$ cat src/rtl/rom_dl_sequencer.sv
// rom_dl_sequencer: buffers ioctl ROM bytes into a small FIFO, latches SYSMODE/DIP bytes, sequences core reset
// Ports: clk_sys/reset_n clock and async active-low reset; user_reset sync reset request;
//        ioctl_* hps_io download port (ioctl_wait = backpressure); rom_wr_* / rom_addr / rom_data ROM write
//        handshake; sysmode/dsw config latches; core_reset to game core; loaded/overflow sticky status.
module rom_dl_sequencer #(
  parameter int FIFO_AW  = 2,
  parameter int HOLD_CYC = 16
) (
  input  logic        clk_sys,
  input  logic        reset_n,
  input  logic        user_reset,
  input  logic        ioctl_download,
  input  logic        ioctl_wr,
  input  logic [7:0]  ioctl_index,
  input  logic [24:0] ioctl_addr,
  input  logic [7:0]  ioctl_dout,
  output logic        ioctl_wait,
  output logic        rom_wr_req,
  input  logic        rom_wr_ack,
  output logic [24:0] rom_addr,
  output logic [7:0]  rom_data,
  output logic [7:0]  sysmode,
  output logic [63:0] dsw,
  output logic        core_reset,
  output logic        loaded,
  output logic        overflow
);
  localparam int DEPTH = 1 << FIFO_AW;
  localparam logic [15:0] HOLD_INIT = 16'(HOLD_CYC);
  typedef enum logic [1:0] {RUN, LOAD, DRAIN, HOLD} state_t;
  logic [32:0] mem [DEPTH];
  logic [FIFO_AW-1:0] wr_ptr, rd_ptr;
  logic [FIFO_AW:0] count;
  logic dl_q, push_req, full, push, pop, rise, fall, dl_idx, set_loaded;
  state_t state, state_n;
  logic [15:0] cnt, cnt_n;
  assign push_req   = ioctl_wr && ioctl_index == 8'd0;
  assign full       = count == (FIFO_AW+1)'(DEPTH);
  assign push       = push_req && !full;
  assign pop        = rom_wr_req && rom_wr_ack;
  assign rom_wr_req = count != '0;
  assign {rom_addr, rom_data} = mem[rd_ptr];
  assign rise       = ioctl_download && !dl_q;
  assign fall       = !ioctl_download && dl_q;
  assign dl_idx     = rise && (ioctl_index == 8'd0 || ioctl_index == 8'd1);
  assign core_reset = state != RUN;
  always_ff @(posedge clk_sys)
    if (push) mem[wr_ptr] <= {ioctl_addr, ioctl_dout};
  always_comb begin
    state_n    = state;
    cnt_n      = cnt;
    set_loaded = 1'b0;
    case (state)
      RUN:
        if (dl_idx) state_n = LOAD;
        else if (user_reset) begin
          state_n = HOLD;
          cnt_n   = HOLD_INIT;
        end
      LOAD:
        if (fall) state_n = DRAIN;
      DRAIN:
        if (dl_idx) state_n = LOAD;
        else if (!rom_wr_req && !push) begin
          state_n    = HOLD;
          cnt_n      = HOLD_INIT;
          set_loaded = 1'b1;
        end
      HOLD:
        if (dl_idx) state_n = LOAD;
        else if (user_reset) cnt_n = HOLD_INIT;
        else if (cnt == 16'd1) state_n = RUN;
        else cnt_n = cnt - 16'd1;
      default: state_n = HOLD;
    endcase
  end
  always_ff @(posedge clk_sys or negedge reset_n)
    if (!reset_n) begin
      state      <= HOLD;
      cnt        <= HOLD_INIT;
      dl_q       <= 1'b0;
      wr_ptr     <= '0;
      rd_ptr     <= '0;
      count      <= '0;
      ioctl_wait <= 1'b0;
      sysmode    <= 8'h00;
      dsw        <= '1;
      loaded     <= 1'b0;
      overflow   <= 1'b0;
    end else begin
      state      <= state_n;
      cnt        <= cnt_n;
      dl_q       <= ioctl_download;
      if (push) wr_ptr <= wr_ptr + 1'b1;
      if (pop) rd_ptr <= rd_ptr + 1'b1;
      count      <= count + {{FIFO_AW{1'b0}}, push} - {{FIFO_AW{1'b0}}, pop};
      // registered from the pre-push count so the byte arriving as wait rises still fits
      ioctl_wait <= count >= (FIFO_AW+1)'(DEPTH-1);
      if (ioctl_wr && ioctl_index == 8'd1 && ioctl_addr == 25'd0) sysmode <= ioctl_dout;
      if (ioctl_wr && ioctl_index == 8'hFE && ioctl_addr[24:3] == '0) dsw[{ioctl_addr[2:0], 3'b000} +: 8] <= ioctl_dout;
      if (set_loaded) loaded <= 1'b1;
      overflow   <= (overflow && !(state_n == LOAD && state != LOAD)) || (push_req && full);
    end
endmodule
$ cat config.mk
export PLATFORM = sky130hd
export DESIGN_NAME = rom_dl_sequencer
export DESIGN_NICKNAME = d
export VERILOG_FILES = /design/src/rtl/rom_dl_sequencer.sv
export SDC_FILE = /design/constraint.sdc
export NUM_CORES = 1
export LEC_CHECK = 0
export BUFFER_PORTS_ARGS = -buffer_cell sky130_fd_sc_hd__buf_4
export CORE_MARGIN = 5
export CORE_UTILIZATION = 24
export CTS_BUF_LIST = sky130_fd_sc_hd__clkbuf_2
export DETAILED_ROUTE_END_ITERATION = 6
export HOLD_SLACK_MARGIN = 0.12
export PLACE_DENSITY = 0.38
export SLEW_MARGIN = 25
export SYNTH_ARGS = -nofsm -noshare
export SYNTH_HDL_FRONTEND = slang
export SYNTH_SLANG_ARGS = --single-unit
$ cat constraint.sdc
create_clock -name clk_sys -period 6.4 [get_ports clk_sys]
set_input_delay 0.64 -clock clk_sys [delete_from_list [all_inputs] [get_ports clk_sys]]
set_output_delay 0.64 -clock clk_sys [all_outputs]
set_load 0.03 [all_outputs]
==> impl_metrics.yaml, run 1 <==
route:
  ant_nets: 0
  wl_met3_um: 1860
  drtPass1Iterations: 4
  wl_per_cell_um: 18.6
  wirelength_um: 25800
  wl_met2_um: 12800
  top_layer: "met4"
  vias_per_cell: 4.31
  num_vias: 5977
  drc: 0
  wl_met1_um: 10500
  drt_iter0_markers: 169
setup_path:
  cp.depth: 3
  crit_family: "flip-flops"
  critical_path.max_fanout: 21
  crit_arrival_ns: 2.93
  critPathRequiredTime_ns: 5.76
  crit_top_cell: "buf_4"
  critPathLaunchType: "register"
  slowest_stage: "dfrtp_2"
  crit_buf_inv: 2
  path_cells: "buf_4, mux4_2, buf_4"
  endpoint_kind: "output port"
  reg2regPathDepth: 5
  crit_type: "register to output port"
  max_stage_delay_ns: 0.74
synth:
  netlist_area_um2: 9520
  seq_area_frac_synth_pct: 69.1
  async_flop_share_pct: 43.3
  synthFlopType: "edfxtp_1"
  synthesis.nets: 616
  ys_seq_elements: 233
  ys_types: 48
  ys_warn_count: 0
  netlist_instances: 557
  syn_avg_cell_area_um2: 17.1
  synth_edf_count: 132
cells_and_area:
  nNetsFinal: 874
  area.growth.synth_to_final_pct: 30.7
  drive_gt1_share_pct: 52.7
  stdcell_area_um2: 12400
place:
  gp_congestion: 0.736
  placed_cell_area_um2: 11400
  portBuffers: 156
  dp_hpwl_um: 16800
timing:
  finalCritPeriodShare_pct: 55.8
  finClkSkew_ns: 0.0571
  fmax_mhz: 280
  hold_violations: 0
  rsz0062_at_grt: "no"
  relSlewSlack_pct: 35.7
  period_minus_slack_ns: 3.57
  setup_tns_ns: 0
  setup_viol: 0
  tightest_slew_ns: 0.958
  slew_viol_final: 0
run_status:
  status: "completed"
cts:
  post_cts_buffers: 0
  cts-buffers-inserted: 69
  clock_latency_ns: 0.87
  cts_buffer_depth: 3
  clk_pin_slew_ns: 0.08
  cts_tree: "done"
  clock_sinks: 233
  htreeDepth: 3
  clock-root-buffer: "clkbuf_2"
worst_hold_path:
  min-delay-path-class: "input port to register"
  hold_depth: 3
grt:
  grt_use_total_pct: 11.8
  grt_max_degree: 73
  grt_pass1_vias: 6669
  grt_antenna_before_repair: 1
  grt_first_pass_wirelength_um: 39500
  grt_overflow: 0
floorplanning:
  start_util_pct: 24.1
  die_w_um: 209
  die_h_um: 209
  core_area_um2: 39500
  rows: 73
  dieArea_um2: 43800
  ios: 157
pwr:
  p_leak_uw: 0.00500
  peakVddDrop_uv: 100
  p_per_area_nw_per_um2: 330
flow_run:
  drv_cap: 0
metal layers:
metal,up-vias,track usage [%]
met2,174,19.8
met3,48,4.31
met4,0,5.11
met5,-,0
met1,3039,13.7
li1,2716,-
per-stage QoR:
step	power [µW]	std cells	hold slack (ns)	utilization, %	worst slack (ns)
after detailed placement	2990	1226	0.486	28.8	2.71
after floorplan	2570	557	0.344	-	3.58
after global routing	4380	1387	0.220	31.5	2.55
after global placement	2970	1224	0.471	28.7	2.70
final	4110	1387	0.280	31.5	2.83
after CTS	4220	1386	0.131	31.5	2.56
cell families after synthesis:
| kind of cell | Yosys count | share of synthesized area, % |
|---|---|---|
| flip-flops | 233 | 69.1 |
| AND/OR/NAND/NOR | 114 | 7.77 |
| multiplexers | 102 | 16.0 |
| AO/OA/AOI/OAI | 54 | 3.48 |
| buffers and inverters | 38 | 1.71 |
| adder cells (fa/ha/maj) | 12 | 1.66 |
| XOR/XNOR | 4 | 0.368 |
state kept, by name (all words and copies together), names as in the netlist:
register,count
sysmode,8
cnt,16
state,2
dl_q,1
loaded,1
ioctl_wait,1
wr_ptr,2
overflow,1
count,3
dsw,64
rd_ptr,2
mem,132
worst min-delay path: cells and delay by family:
| family | cells | cell delay (ns) |
|---|---|---|
| and+or+nand+nor | 1 | 0.18 |
| AOI/OAI and AO/OA | 1 | 0.18 |
| buffers and inverters | 1 | 0.12 |
placed cells by master, fill, tap and decap left out, drive strengths merged, types with 12 or more instances in the layout:
cell type,count
inv,23
nor4,12
nor2,18
edfxtp,132
nand2,18
clkinv,20
dfstp,67
buf,162
dfrtp,34
o21ai,29
dlygate4sd3,43
mux4,33
clkbuf,91
mux2,69
worst paths after layout:
path | start | endpoint | slack (ns)
setup / recovery | rd_ptr[0]$_DFFE_PN0P_ | rom_data[4] | 2.83
hold / removal | ioctl_index[0] | loaded$_DFFE_PN0P_ | 0.28
setup reg to reg | cnt[12]$_DFFE_PN0P_ | cnt[11]$_DFFE_PN0P_ | 3.99
hold reg to reg | loaded$_DFFE_PN0P_ | loaded$_DFFE_PN0P_ | 0.49
max in group asynchronous | reset_n | rd_ptr[0]$_DFFE_PN0P_ | 5.10
min in group asynchronous | reset_n | dsw[17]$_DFFE_PN1P_ | 0.54
cells in the mapped netlist (4+ instances only):
cell type    n  share of area, %
mux2_2      69               8.2
dfstp_2     67                18
nor3_1      10              0.53
clkbuf_1     9              0.35
nand3_1      6              0.32
nor4_1       8              0.53
edfxtp_1   132                42
inv_1       20              0.79
a31oi_1      4              0.26
nor2b_1     10              0.66
ha_1        11               1.4
dfrtp_1     34               8.9
buf_2        4              0.21
o31ai_1      5              0.39
a21oi_1      9              0.47
mux4_2      33               7.8
nor2_1      18              0.71
nand2_1     18              0.71
and2_1       5              0.33
nand4_1      6              0.39
o21ai_0     29               1.5
what timing repair did:
item	CTS	global route
resized for setup	0	0
hold endpoints to repair	226	0
hold buffers	43	0
where the power goes:
part           total, µW  switching (µW)  internal (µW)
sequential          1770             111           1660
combinational       1180             686            498
clock               1150             644            510
final cells by class:
cell class | instances | area [µm²]
repair buffers | 205 | 1690
diodes | 1 | 2.50
well taps | 525 | 657
clock buffers | 91 | 455
fillers | 3977 | 27000
inverters | 20 | 75.1
multi-input cells | 286 | 2800
flip-flops and latches | 233 | 6580
clock inverters | 26 | 183
No activity file was read; power rests on OpenSTA's default activity.
==> run 2: changes to the inputs <==
- clock period: 6.4 -> 3.7 ns (I/O delays scaled with it)
==> run 2 against run 1 <==
Global-route usage up 0.24 points; clock power is 62% higher; sequential power rose by 74%; worst setup slack lost 2.6 ns; worst hold slack lost 0.045 ns; routed wire length rose by 2.1%.
==> impl_metrics.yaml, run 2 (synthesis results as in run 1) <==
route:
  ant_nets: 0
  drc: 0
  vias_per_cell: 4.29
  num_vias: 6045
  drt_iter0_markers: 195
  drtPass1Iterations: 4
  wirelength_um: 26400
  wl_per_cell_um: 18.7
setup_path:
  crit_arrival_ns: 4.24
  crit_type: "input port to register"
  crit_buf_inv: 7
  critical_path.max_fanout: 8
  path_cells: "dlygate4sd3_1, buf_4, nor4_4, dlygate4sd3_1, nand4b_1, dlygate4sd3_1, a21oi_1, inv_1, ha_1, inv_1, ha_1, inv_1, fa_1, xnor2_1"
  max_stage_delay_ns: 0.64
  endpoint_kind: "register"
  critPathLaunchType: "input port"
  slowest_stage: "dlygate4sd3_1"
  crit_family: "buffers and inverters"
  critPathRequiredTime_ns: 4.44
cells_and_area:
  final_common_cell: "buf_4"
  stdcell_area_um2: 12600
  drive_gt1_share_pct: 53.1
  nFillCells: 3984
  fin_cells: 1410
  mostFrequentLayoutCells: "160 x buf_4, 132 x edfxtp_1, 107 x clkbuf_2"
  largest_register: "mem"
  reg.largest.list: "mem (132), dsw (64), cnt (16)"
  area.growth.synth_to_final_pct: 32.3
  largest_reg_flops: 132
  nNetsFinal: 891
  final_util_pct: 31.9
grt:
  grt_antenna_before_repair: 2
  grt_max_degree: 58
  grt_use_total_pct: 12.1
  grt_first_pass_wirelength_um: 40300
  grt_overflow: 0
  grt_pass1_vias: 6721
timing:
  finClkSkew_ns: 0.0573
  setup_viol: 0
  period_minus_slack_ns: 3.50
  hold_violations: 0
  slew_viol_final: 0
  fin_ws_ns: 0.199
  tightest_slew_ns: 0.812
  fmax_mhz: 286
  setup_tns_ns: 0
  finalCritPeriodShare_pct: 94.6
  rsz0062_at_grt: "no"
  relSlewSlack_pct: 45.4
run_status:
  status: "completed"
cts:
  clk_pin_slew_ns: 0.09
  cts-buffers-inserted: 70
  clock_sinks: 233
  post_cts_buffers: 0
  cts_tree: "done"
  cts-resized-gates: 0
  clock_latency_ns: 0.85
  cts_buffer_depth: 3
  hold_buffers: 55
  clock-root-buffer: "clkbuf_2"
  htreeDepth: 3
floorplanning:
  core_area_um2: 39500
  ios: 157
  die_h_um: 209
  rows: 73
  die_w_um: 209
  dieArea_um2: 43800
  start_util_pct: 24.1
place:
  dp_hpwl_um: 16900
  dp_slack_ns: 0.558
  gp_congestion: 0.768
  portBuffers: 156
  placedCellCount: 1230
  placed_cell_area_um2: 11400
pwr:
  peakVddDrop_uv: 174
  p_leak_uw: 0.00509
  p_per_area_nw_per_um2: 556
flow_run:
  drv_cap: 0
worst_hold_path:
  min-delay-path-class: "input port to register"
[run 2: changes by cell type in the layout (fill, tap and decap cells not counted), sizes merged]
cell / before / now
bufinv: 3 / 0
diode: 1 / 2
clkbuf: 91 / 107
buf: 162 / 167
clkinv: 20 / 13
clkinvlp: 0 / 1
inv: 23 / 22
dlygate4sd3: 43 / 54
[run 2: final timing paths]
check	from	endpoint	slack, ns	cells after the start
max reg2reg	cnt[12]$_DFFE_PN0P_	cnt[12]$_DFFE_PN0P_	1.21	5
max	ioctl_index[6]	count[2]$_DFF_PN0_	0.20	14
max in group asynchronous	reset_n	dsw[34]$_DFFE_PN1P_	2.48	4
min in group asynchronous	reset_n	dsw[9]$_DFFE_PN1P_	0.78	3
min reg2reg	cnt[14]$_DFFE_PN0P_	cnt[14]$_DFFE_PN0P_	0.49	1
min	ioctl_index[2]	dsw[8]$_DFFE_PN1P_	0.23	6
[run 2: worst min-delay path, cell delays in order]
cell      delay (ns)
buf_4           0.11
nand4b_1        0.18
nor4_4          0.10
buf_4           0.17
nand4_1         0.08
o21ai_0         0.08
[run 2: stage by stage]
stage               power, µW  hold WS [ns]
finish                   7000         0.235
global route             7500         0.144
CTS                      7190         0.121
detailed placement       5200         0.456
global placement         5170         0.441
floorplan                4440        0.0744
[run 2: final cells by class]
class / count / area (µm²) / area share, %
diodes: 2 / 5.00 / 0.0397
clock buffers: 107 / 536 / 4.25
clock inverters: 16 / 66.3 / 0.527
inverters: 20 / 75.1 / 0.596
multi-input cells: 286 / 2800 / 22.2
flip-flops and latches: 233 / 6580 / 52.2
well taps: 525 / 657 / 5.22
repair buffers: 221 / 1880 / 14.9
[run 2: layer usage]
layer,part of all wire (%),wire [µm],global-route usage (%)
met2,50,13200,20.3
met3,6.7,1770,4.52
met4,2.0,517,4.48
met1,41,10900,14.1
met5,0,0,0
[run 2: where the power goes]
part / switching (µW) / internal, µW
clock network: 1100 / 763
registers: 210 / 2870
logic: 1170 / 890
total: 2480 / 4520
==> run 3: changes to the inputs <==
- CORE_MARGIN: 5 -> 1.5
- CORE_UTILIZATION: 24 -> 35
- PLACE_DENSITY: 0.38 -> 0.52
==> run 3 against run 2 <==
Final cell count fell by 14%; routed wire length decreased by 12%; power down 1.9%; critical path depth is 1 lower; global-route usage grew 4.8 points; non-clock buffer count shrank 7; register-to-register slack improved by 0.13 ns; flip-flop and latch count is the same; worst setup slack better by 0.39 ns; maximum frequency up 12%; sequential share of layout area is 1.7 points higher; critical endpoint unchanged; highest routed layer unchanged.
==> impl_metrics.yaml, run 3 (synthesis results as in run 1) <==
cells_and_area:
  mostFrequentLayoutCells: "164 x buf_4, 132 x edfxtp_1, 91 x clkbuf_2"
  ff_latch_area_um2: 6580
  final_util_pct: 45.5
  area.growth.synth_to_final_pct: 28.1
  drive_gt1_share_pct: 52.1
  stdcell_area_um2: 12200
  largest_reg_flops: 132
  largest_register: "mem"
  nFillCells: 2451
  nNetsFinal: 875
  reg.largest.list: "mem (132), dsw (64), cnt (16)"
  multiInputGateArea_um2: 2800
  final_common_cell: "buf_4"
pwr:
  p_seq_share_pct: 44.8
  pwr-share-comb_pct: 29.3
  p_int_uw: 4490
  p_per_area_nw_per_um2: 563
  peakVddDrop_uv: 210
  netSwitchingFraction_pct: 34.7
  power.share.clock_pct: 25.9
  p_sw_uw: 2390
  finalPower_uw: 6870
  p_leak_uw: 0.00499
floorplanning:
  die_w_um: 168
  start_util_pct: 35.5
  die_h_um: 168
  rows: 60
  core_area_um2: 26800
  ios: 157
  dieArea_um2: 28200
route:
  wirelength_um: 23200
  vias_per_cell: 4.89
  drt_iter0_markers: 327
  drtPass1Iterations: 6
  wl_per_cell_um: 19.2
  num_vias: 5902
  ant_nets: 0
  drc: 0
cts:
  cts_buffer_depth: 3
  htreeDepth: 2
  clk_pin_slew_ns: 0.10
  cts-buffers-inserted: 61
  cts-resized-gates: 0
  clock-root-buffer: "clkbuf_2"
  cts_tree: "done"
  clock_sinks: 233
  post_cts_buffers: 0
  clock_latency_ns: 0.84
place:
  dp_hpwl_um: 15000
  portBuffers: 156
  gp_congestion: 0.769
  placed_cell_area_um2: 11100
timing:
  finClkSkew_ns: 0.0704
  fmax_mhz: 321
  setup_viol: 0
  relSlewSlack_pct: 45.9
  tightest_slew_ns: 0.812
  whs_ns: 0.203
  rsz0062_at_grt: "no"
  slew_viol_final: 0
  hold_violations: 0
  setup_tns_ns: 0
  period_minus_slack_ns: 3.11
  finalCritPeriodShare_pct: 84.1
setup_path:
  endpoint_kind: "register"
  crit_top_cell: "inv_1"
  crit_type: "input port to register"
  critPathRequiredTime_ns: 4.41
  max_stage_delay_ns: 0.74
  crit_arrival_ns: 3.83
  rrSetupSlack_ns: 1.34
  path_cells: "dlygate4sd3_1, buf_4, nor4_4, dlygate4sd3_1, nand4b_1, a21oi_1, inv_1, ha_1, inv_1, ha_1, inv_1, fa_1, xnor2_1"
  critical_path.max_fanout: 8
  slowest_stage: "dlygate4sd3_1"
  critPathLaunchType: "input port"
grt:
  met2_usage_pct: 27.9
  use_met3_pct: 5.17
  grt_use_total_pct: 16.9
  grt_overflow: 0
  grt_first_pass_wirelength_um: 36400
  grt_antenna_before_repair: 1
  use_met1_pct: 21.3
  grt_max_degree: 62
  grt_pass1_vias: 6427
  busiest_layer: "met2"
run_status:
  status: "completed"
worst_hold_path:
  min-delay-path-class: "input port to asynchronous set/reset pin"
flow_run:
  drv_cap: 0
run 3: cell count changes in the layout (fill, tap and decap cells not counted):
cell           previous run  this run
buf_12                    7         2
clkinv_2                  2         0
clkbuf_2                107        91
buf_4                   160       164
bufinv_16                 0         1
diode_2                   2         1
dlygate4sd3_1            54        48
clkinv_1                 11        18
run 3: stage by stage:
step           worst slack, ns  instances
2_1_floorplan             1.15        557
3_3_place_gp             0.734       1046
3_5_place_dp             0.632       1046
4_1_cts                  0.579       1207
5_1_grt                  0.473       1208
6_report                 0.588       1208
run 3: routing by layer:
layer	vias to the layer above	wire (µm)
li1	2717	-
met1	2968	9910
met2	182	11400
met3	35	1560
met4	0	351
met5	-	0
run 3: layout make-up:
cell class              count  area share (%)
inverters                  20           0.615
well taps                 341            3.50
clock buffers              91            3.73
multi-input cells         286            22.9
clock inverters            22           0.923
repair buffers            214            14.4
flip-flops and latches    233            53.9
diodes                      1          0.0205
run 3: worst paths after layout:
| path | depth (start not counted) | startpoint | end |
|---|---|---|---|
| worst max-delay path | 13 | ioctl_index[6] | count[2]$_DFF_PN0_ |
| worst min-delay path | 2 | reset_n | sysmode[7]$_DFFE_PN0P_ |
| worst max register to register | 5 | cnt[12]$_DFFE_PN0P_ | cnt[12]$_DFFE_PN0P_ |
| worst min register to register | 2 | dsw[8]$_DFFE_PN1P_ | dsw[8]$_DFFE_PN1P_ |
| max in group asynchronous | 3 | reset_n | dsw[7]$_DFFE_PN1P_ |
| min in group clk_sys | 2 | ioctl_addr[22] | mem[0][30]$_DFFE_PP_ |
run 3: power by group through the flow:
stage          clock network, µW  registers (µW)  logic [µW]
2_1_floorplan                  0            3040        1410
3_3_place_gp                   0            3130        1970
3_5_place_dp                   0            3140        2000
4_1_cts                     1870            3090        2050
5_1_grt                     2010            3110        2170
6_report                    1780            3080        2010
run 3: repair_timing:
action / 4_1_cts / 5_1_grt
endpoints found under the setup margin: 0 / 0
hold buffers: 48 / 0
endpoints found under the hold margin: 282 / 0
run 3: worst max-delay path, delay by kind of cell:
family	cells	cell delay [ns]
AOI/OAI and AO/OA	1	0.45
xor gates and xnor gates	1	0.14
and+or+nand+nor	2	0.46
adders and majority gates	3	0.79
buffers and inverters	6	1.62
